## config.mk

```make
export PLATFORM = sky130hd
export DESIGN_NAME = mem_port_arbiter_flat
export DESIGN_NICKNAME = d
export VERILOG_FILES = /design/src/rtl/mem_port_arbiter_if.sv /design/src/rtl/mem_port_arbiter.sv /design/src/flat_wrapper.sv
export SDC_FILE = /design/constraint.sdc
export NUM_CORES = 1
export LEC_CHECK = 0
export ABC_AREA = 1
export CAP_MARGIN = 10
export CELL_PAD_IN_SITES_DETAIL_PLACEMENT = 0
export CELL_PAD_IN_SITES_GLOBAL_PLACEMENT = 1
export CORE_AREA = 2 2 155 157
export DETAILED_ROUTE_END_ITERATION = 10
export DIE_AREA = 0 0 157 159
export PLACE_DENSITY = 0.75
export SLEW_MARGIN = 20
export SYNTH_ARGS = -nofsm -noshare
export SYNTH_HDL_FRONTEND = slang
export SYNTH_SLANG_ARGS = --single-unit
```

## constraint.sdc

```tcl
create_clock -name clk -period 1.6 [get_ports clk]
set_input_delay 0.32 -clock clk [delete_from_list [all_inputs] [get_ports clk]]
set_output_delay 0.32 -clock clk [all_outputs]
set_load 0.1 [all_outputs]
```

## src/rtl/mem_port_arbiter_if.sv

```systemverilog
// Signal bundle shared by the IF/D core stages, the memory port arbiter and the memory slave.
interface mem_port_arbiter_if #(
    parameter int WIDTH  = 32,
    parameter int ADDR_W = 32
);
    logic                if_req;
    logic [ADDR_W-1:0]   if_addr;
    logic                if_gnt;
    logic                if_rvalid;
    logic [WIDTH-1:0]    if_rdata;
    logic                if_err;

    logic                d_req;
    logic                d_we;
    logic [ADDR_W-1:0]   d_addr;
    logic [WIDTH-1:0]    d_wdata;
    logic [WIDTH/8-1:0]  d_wstrb;
    logic                d_gnt;
    logic                d_rvalid;
    logic [WIDTH-1:0]    d_rdata;
    logic                d_err;

    logic                mem_req;
    logic                mem_we;
    logic [ADDR_W-1:0]   mem_addr;
    logic [WIDTH-1:0]    mem_wdata;
    logic [WIDTH/8-1:0]  mem_wstrb;
    logic                mem_ack;
    logic [WIDTH-1:0]    mem_rdata;

    logic                busy;

    // The arbiter drives grants, responses and the memory request.
    modport master (
        input  if_req, if_addr, d_req, d_we, d_addr, d_wdata, d_wstrb, mem_ack, mem_rdata,
        output if_gnt, if_rvalid, if_rdata, if_err, d_gnt, d_rvalid, d_rdata, d_err,
               mem_req, mem_we, mem_addr, mem_wdata, mem_wstrb, busy
    );

    modport slave (
        output if_req, if_addr, d_req, d_we, d_addr, d_wdata, d_wstrb, mem_ack, mem_rdata,
        input  if_gnt, if_rvalid, if_rdata, if_err, d_gnt, d_rvalid, d_rdata, d_err,
               mem_req, mem_we, mem_addr, mem_wdata, mem_wstrb, busy
    );
endinterface

```

## src/rtl/mem_port_arbiter.sv

```systemverilog
// Round-robin arbiter sharing one memory port between instruction fetch and load/store,
// one outstanding access at a time, with an ack timeout that returns an error response.
module mem_port_arbiter #(
    parameter int WIDTH   = 32,
    parameter int ADDR_W  = 32,
    parameter int TIMEOUT = 15
) (
    input  logic               clk,
    input  logic               rst,
    mem_port_arbiter_if.master bus
);
    localparam int STRB_W = WIDTH / 8;
    localparam int CNT_W  = (TIMEOUT > 1) ? $clog2(TIMEOUT) : 1;
    localparam logic [CNT_W-1:0] CNT_LAST = (TIMEOUT > 0) ? CNT_W'(TIMEOUT - 1) : '0;

    typedef enum logic {IDLE, ACCESS} state_e;
    typedef enum logic {OWN_IF, OWN_D} owner_e;

    state_e             state_q, state_d;
    owner_e             last_owner_q, last_owner_d;
    logic [CNT_W-1:0]   cnt_q, cnt_d;

    logic               if_gnt_q, if_gnt_d;
    logic               if_rvalid_q, if_rvalid_d;
    logic [WIDTH-1:0]   if_rdata_q, if_rdata_d;
    logic               if_err_q, if_err_d;
    logic               d_gnt_q, d_gnt_d;
    logic               d_rvalid_q, d_rvalid_d;
    logic [WIDTH-1:0]   d_rdata_q, d_rdata_d;
    logic               d_err_q, d_err_d;
    logic               mem_req_q, mem_req_d;
    logic               mem_we_q, mem_we_d;
    logic [ADDR_W-1:0]  mem_addr_q, mem_addr_d;
    logic [WIDTH-1:0]   mem_wdata_q, mem_wdata_d;
    logic [STRB_W-1:0]  mem_wstrb_q, mem_wstrb_d;

    logic               expire;
    logic [WIDTH-1:0]   resp_data;

    always_ff @(posedge clk) begin
        if (rst) begin
            state_q      <= IDLE;
            last_owner_q <= OWN_D;
            cnt_q        <= '0;
            if_gnt_q     <= 1'b0;
            if_rvalid_q  <= 1'b0;
            if_rdata_q   <= '0;
            if_err_q     <= 1'b0;
            d_gnt_q      <= 1'b0;
            d_rvalid_q   <= 1'b0;
            d_rdata_q    <= '0;
            d_err_q      <= 1'b0;
            mem_req_q    <= 1'b0;
            mem_we_q     <= 1'b0;
            mem_addr_q   <= '0;
            mem_wdata_q  <= '0;
            mem_wstrb_q  <= '0;
        end else begin
            state_q      <= state_d;
            last_owner_q <= last_owner_d;
            cnt_q        <= cnt_d;
            if_gnt_q     <= if_gnt_d;
            if_rvalid_q  <= if_rvalid_d;
            if_rdata_q   <= if_rdata_d;
            if_err_q     <= if_err_d;
            d_gnt_q      <= d_gnt_d;
            d_rvalid_q   <= d_rvalid_d;
            d_rdata_q    <= d_rdata_d;
            d_err_q      <= d_err_d;
            mem_req_q    <= mem_req_d;
            mem_we_q     <= mem_we_d;
            mem_addr_q   <= mem_addr_d;
            mem_wdata_q  <= mem_wdata_d;
            mem_wstrb_q  <= mem_wstrb_d;
        end
    end

    // Ack wins over expiry; a timed-out or write access returns zero data.
    assign expire    = (TIMEOUT != 0) && (cnt_q == CNT_LAST);
    assign resp_data = (bus.mem_ack && !mem_we_q) ? bus.mem_rdata : '0;

    always_comb begin
        state_d      = state_q;
        last_owner_d = last_owner_q;
        cnt_d        = cnt_q;
        if_gnt_d     = 1'b0;
        if_rvalid_d  = 1'b0;
        if_rdata_d   = if_rdata_q;
        if_err_d     = if_err_q;
        d_gnt_d      = 1'b0;
        d_rvalid_d   = 1'b0;
        d_rdata_d    = d_rdata_q;
        d_err_d      = d_err_q;
        mem_req_d    = mem_req_q;
        mem_we_d     = mem_we_q;
        mem_addr_d   = mem_addr_q;
        mem_wdata_d  = mem_wdata_q;
        mem_wstrb_d  = mem_wstrb_q;

        case (state_q)
            IDLE: begin
                // On a tie the requester that did not own the previous access wins.
                if (bus.if_req && (!bus.d_req || last_owner_q == OWN_D)) begin
                    state_d      = ACCESS;
                    last_owner_d = OWN_IF;
                    cnt_d        = '0;
                    if_gnt_d     = 1'b1;
                    mem_req_d    = 1'b1;
                    mem_we_d     = 1'b0;
                    mem_addr_d   = bus.if_addr;
                    mem_wdata_d  = '0;
                    mem_wstrb_d  = '0;
                end else if (bus.d_req) begin
                    state_d      = ACCESS;
                    last_owner_d = OWN_D;
                    cnt_d        = '0;
                    d_gnt_d      = 1'b1;
                    mem_req_d    = 1'b1;
                    mem_we_d     = bus.d_we;
                    mem_addr_d   = bus.d_addr;
                    mem_wdata_d  = bus.d_wdata;
                    mem_wstrb_d  = bus.d_wstrb;
                end
            end
            ACCESS: begin
                if (bus.mem_ack || expire) begin
                    state_d   = IDLE;
                    mem_req_d = 1'b0;
                    if (last_owner_q == OWN_IF) begin
                        if_rvalid_d = 1'b1;
                        if_rdata_d  = resp_data;
                        if_err_d    = !bus.mem_ack;
                    end else begin
                        d_rvalid_d  = 1'b1;
                        d_rdata_d   = resp_data;
                        d_err_d     = !bus.mem_ack;
                    end
                end else if (TIMEOUT != 0) begin
                    cnt_d = cnt_q + CNT_W'(1);
                end
            end
        endcase
    end

    assign bus.if_gnt    = if_gnt_q;
    assign bus.if_rvalid = if_rvalid_q;
    assign bus.if_rdata  = if_rdata_q;
    assign bus.if_err    = if_err_q;
    assign bus.d_gnt     = d_gnt_q;
    assign bus.d_rvalid  = d_rvalid_q;
    assign bus.d_rdata   = d_rdata_q;
    assign bus.d_err     = d_err_q;
    assign bus.mem_req   = mem_req_q;
    assign bus.mem_we    = mem_we_q;
    assign bus.mem_addr  = mem_addr_q;
    assign bus.mem_wdata = mem_wdata_q;
    assign bus.mem_wstrb = mem_wstrb_q;
    assign bus.busy      = (state_q == ACCESS);
endmodule

```

## src/flat_wrapper.sv

```systemverilog
// flat-port wrapper written by rule: the top's interface ports become plain ports
module mem_port_arbiter_flat 
#(
    parameter int WIDTH   = 32,
    parameter int ADDR_W  = 32,
    parameter int TIMEOUT = 15
)
  (clk, rst, bus_if_req, bus_if_addr, bus_d_req, bus_d_we, bus_d_addr, bus_d_wdata, bus_d_wstrb, bus_mem_ack, bus_mem_rdata, bus_if_gnt, bus_if_rvalid, bus_if_rdata, bus_if_err, bus_d_gnt, bus_d_rvalid, bus_d_rdata, bus_d_err, bus_mem_req, bus_mem_we, bus_mem_addr, bus_mem_wdata, bus_mem_wstrb, bus_busy);
  mem_port_arbiter_if #(.WIDTH(WIDTH), .ADDR_W(ADDR_W)) bus_i ();
  input  logic clk;
  input  logic rst;
  input wire logic [$bits(bus_i.if_req)-1:0] bus_if_req;
  input wire logic [$bits(bus_i.if_addr)-1:0] bus_if_addr;
  input wire logic [$bits(bus_i.d_req)-1:0] bus_d_req;
  input wire logic [$bits(bus_i.d_we)-1:0] bus_d_we;
  input wire logic [$bits(bus_i.d_addr)-1:0] bus_d_addr;
  input wire logic [$bits(bus_i.d_wdata)-1:0] bus_d_wdata;
  input wire logic [$bits(bus_i.d_wstrb)-1:0] bus_d_wstrb;
  input wire logic [$bits(bus_i.mem_ack)-1:0] bus_mem_ack;
  input wire logic [$bits(bus_i.mem_rdata)-1:0] bus_mem_rdata;
  output wire logic [$bits(bus_i.if_gnt)-1:0] bus_if_gnt;
  output wire logic [$bits(bus_i.if_rvalid)-1:0] bus_if_rvalid;
  output wire logic [$bits(bus_i.if_rdata)-1:0] bus_if_rdata;
  output wire logic [$bits(bus_i.if_err)-1:0] bus_if_err;
  output wire logic [$bits(bus_i.d_gnt)-1:0] bus_d_gnt;
  output wire logic [$bits(bus_i.d_rvalid)-1:0] bus_d_rvalid;
  output wire logic [$bits(bus_i.d_rdata)-1:0] bus_d_rdata;
  output wire logic [$bits(bus_i.d_err)-1:0] bus_d_err;
  output wire logic [$bits(bus_i.mem_req)-1:0] bus_mem_req;
  output wire logic [$bits(bus_i.mem_we)-1:0] bus_mem_we;
  output wire logic [$bits(bus_i.mem_addr)-1:0] bus_mem_addr;
  output wire logic [$bits(bus_i.mem_wdata)-1:0] bus_mem_wdata;
  output wire logic [$bits(bus_i.mem_wstrb)-1:0] bus_mem_wstrb;
  output wire logic [$bits(bus_i.busy)-1:0] bus_busy;
  assign bus_i.if_req = bus_if_req;
  assign bus_i.if_addr = bus_if_addr;
  assign bus_i.d_req = bus_d_req;
  assign bus_i.d_we = bus_d_we;
  assign bus_i.d_addr = bus_d_addr;
  assign bus_i.d_wdata = bus_d_wdata;
  assign bus_i.d_wstrb = bus_d_wstrb;
  assign bus_i.mem_ack = bus_mem_ack;
  assign bus_i.mem_rdata = bus_mem_rdata;
  assign bus_if_gnt = bus_i.if_gnt;
  assign bus_if_rvalid = bus_i.if_rvalid;
  assign bus_if_rdata = bus_i.if_rdata;
  assign bus_if_err = bus_i.if_err;
  assign bus_d_gnt = bus_i.d_gnt;
  assign bus_d_rvalid = bus_i.d_rvalid;
  assign bus_d_rdata = bus_i.d_rdata;
  assign bus_d_err = bus_i.d_err;
  assign bus_mem_req = bus_i.mem_req;
  assign bus_mem_we = bus_i.mem_we;
  assign bus_mem_addr = bus_i.mem_addr;
  assign bus_mem_wdata = bus_i.mem_wdata;
  assign bus_mem_wstrb = bus_i.mem_wstrb;
  assign bus_busy = bus_i.busy;
  mem_port_arbiter #(.WIDTH(WIDTH), .ADDR_W(ADDR_W), .TIMEOUT(TIMEOUT)) u_core (.clk(clk), .rst(rst), .bus(bus_i));
endmodule
```

==> impl_metrics.py <==
metrics = {
    "status": {
        "status": "completed",
    },
    "die": {
        "die_x_um": 157,
        "die_h_um": 159,
        "initial_core_util_pct": 27.8,
        "die_area_um2": 25000,
        "ios": 279,
        "core_area_um2": 23200,
        "rows": 56,
    },
    "synth": {
        "synth-simple-area-share_pct": 36.5,
        "ys_seq_area_share_pct": 45.3,
        "syn_area_um2": 6450,
        "yosys.area_share.adder_pct": 0.388,
        "synth_nets": 1139,
        "synthMuxAreaShare_pct": 0,
        "synth_compound_area_share_pct": 4.06,
        "synth_xor_xnor_area_share_pct": 0,
        "synth_top_family_by_area": "simple AND/OR/NAND/NOR gates",
        "yosysUniqueCellTypes": 21,
        "synth_seq_cells": 146,
        "syn_inst": 999,
        "synth_area_per_cell_um2": 6.45,
        "yosys_warnings": 0,
    },
    "place": {
        "port-buffer-count": 278,
        "dp.final_hpwl_um": 15600,
        "globalplace.congestion": 0.737,
        "dp_cells": 1569,
    },
    "timing": {
        "period_minus_slack_ps": 1410,
        "tightest_slew_ps": 379,
        "relSlewSlack_pct": 74.7,
        "setup_tns_ps": 0,
        "drv_slew": 0,
        "rsz0062_at_grt": "false",
        "hold_viol": 0,
        "period_share_pct": 88.1,
        "setup_viol": 0,
        "skew_ps": 14.5,
        "whs_ps": 394,
        "max_freq_ghz": 0.710,
    },
    "layout": {
        "syn_to_final_growth_pct": 82.7,
        "antenna_cells": 0,
        "fin_cells": 1600,
        "final_common_cell": "nand2_1",
        "final_nets": 1409,
        "final_util_pct": 50.8,
        "nFillCells": 2259,
        "layout_common_cells": "310 x nand2_1, 180 x nor2_1, 153 x buf_12, 150 x inv_1, 144 x dfxtp_1",
        "layout-drive-gt1-share_pct": 17.1,
    },
    "clock_tree": {
        "clock_path_buffers": 2,
        "post_cts_buffers": 0,
        "htree_levels": 4,
        "root_buffer": "clkbuf_16",
        "cts_tree": "built",
        "ctsHoldBuffers": 0,
        "cts-resized-gates": 0,
        "path_clk_slew_ps": 60,
        "cts.sinks": 146,
        "cts-buffers-inserted": 17,
        "clock_latency_ps": 420,
    },
    "worst_setup_path": {
        "startpoint": "u_core.cnt_q[0]$_SDFFE_PP0P_",
        "worstReg2RegStart": "u_core.cnt_q[0]$_SDFFE_PP0P_",
        "critPathKind": "reg2reg",
        "cp_max_fo": 13,
        "r2r_slack_ps": 190,
        "reg2reg_depth": 8,
        "r2r_end": "u_core.bus.d_rdata[29]$_SDFFE_PP0P_",
        "startpoint_type": "flip-flop",
        "worstPathRequired_ps": 1910,
        "crit_path_end": "u_core.bus.d_rdata[29]$_SDFFE_PP0P_",
        "worstPathArrival_ps": 1720,
        "end_kind": "flip-flop",
    },
    "drt": {
        "vias_per_cell": 4.17,
        "antenna_left": 0,
        "num_vias": 6673,
        "wl_per_cell_um": 13.3,
        "first_iter_violations": 331,
        "finalWirelength_um": 21200,
        "route.detailed.drc": 0,
        "drt-pass1-iter-count": 5,
    },
    "grt": {
        "grt_pass1_wl_um": 32800,
        "grt_max_degree": 80,
        "antenna_found_initial": 0,
        "grt.total_usage_pct": 16.8,
        "grt_pass1_vias": 6111,
        "overflow": 0,
    },
    "min_path": {
        "min_path_type": "in2reg",
    },
    "pwr": {
        "power_density_nw_per_um2": 1050,
        "p_leak_uw": 0.00561,
        "ir_drop_v": 0.000618,
        "fin_total_pwr_uw": 12400,
    },
    "run": {
        "drv_cap": 0,
    },
}
-- cell families after synthesis --
group / Yosys count
AOI/OAI and AO/OA: 50
and+or+nand+nor: 586
buffers and inverters: 215
adders and majority gates: 2
DFF: 146
-- synthesized netlist by cell type --
master    count  share of area (%)
o21ai_0       1              0.078
dfxtp_1     146                 45
buf_4         3               0.35
nand2_1     310                 18
nand3_2       1               0.16
nor3_1        2               0.16
clkbuf_1     24                1.4
nand4_1      23                2.2
nor2_1      181                 11
o21ai_2       2               0.27
inv_2         2               0.12
buf_1         8               0.47
buf_2        22                1.7
a21oi_1      45                3.5
o21ai_1       1              0.078
buf_6         5               0.87
nand2_2       1              0.097
nand3_1      68                5.3
a21oi_2       1               0.14
inv_1       151                8.8
ha_1          2               0.39
-- critical path, stage by stage, from the launching register on --
cell     delay, ps
dfxtp_1        310
inv_1           80
ha_1           170
nand3_2        110
nand2_2        110
nand3_2        130
buf_4          230
nor2_1         110
nor2_1          50
-- flip-flops by register name, summed over array words and instances (netlist names), 4 cells and up --
signal	flops
u_core.bus.d_rdata	32
u_core.bus.if_rdata	32
u_core.bus.mem_addr	32
u_core.bus.mem_wdata	32
u_core.bus.mem_wstrb	4
u_core.cnt_q	4
-- area by class of cell --
cell class	instances	area (um^2)	area share, %
Clock buffer	19	433	3.68
Multi-Input combinational cell	638	2660	22.6
Tap cell	319	399	3.39
Inverter	153	574	4.88
Timing Repair Buffer	313	4600	39.1
Clock inverter	12	180	1.53
Sequential cell	146	2930	24.9
-- power breakdown --
part / internal, uW / switching (uW)
Combinational: 1520 / 2500
Sequential: 3870 / 247
Clock: 2610 / 1630
-- worst min path at each step --
stage | start | end | slack [ps] | depth (start not counted)
after floorplan | bus_d_we | u_core.bus.mem_we$_SDFFE_PP0P_ | 460 | 2
after detailed placement | u_core.bus.mem_we$_SDFFE_PP0P_ | u_core.bus.mem_we$_SDFFE_PP0P_ | 490 | 2
after CTS | rst | u_core.bus.if_rdata[1]$_SDFFE_PP0P_ | 380 | 4
after global placement | u_core.bus.mem_we$_SDFFE_PP0P_ | u_core.bus.mem_we$_SDFFE_PP0P_ | 490 | 2
final | rst | u_core.bus.if_rdata[1]$_SDFFE_PP0P_ | 390 | 4
after global routing | rst | u_core.bus.if_rdata[1]$_SDFFE_PP0P_ | 410 | 4
-- metrics by stage --
stage	setup WS, ps	instance area (um^2)
floorplan	20.0	6450
global placement	-213	11200
detailed placement	-208	11200
CTS	166	11800
global route	33.5	11800
finish	191	11800
-- routing by layer --
layer | up-vias | track usage [%] | share of wire (%)
li1 | 3518 | - | -
met1 | 2911 | 20.4 | 44
met2 | 235 | 27.0 | 45
met3 | 9 | 7.95 | 11
met4 | 0 | 3.50 | 0.72
met5 | - | 0 | 0
No activity file was read; power rests on OpenSTA's default activity.
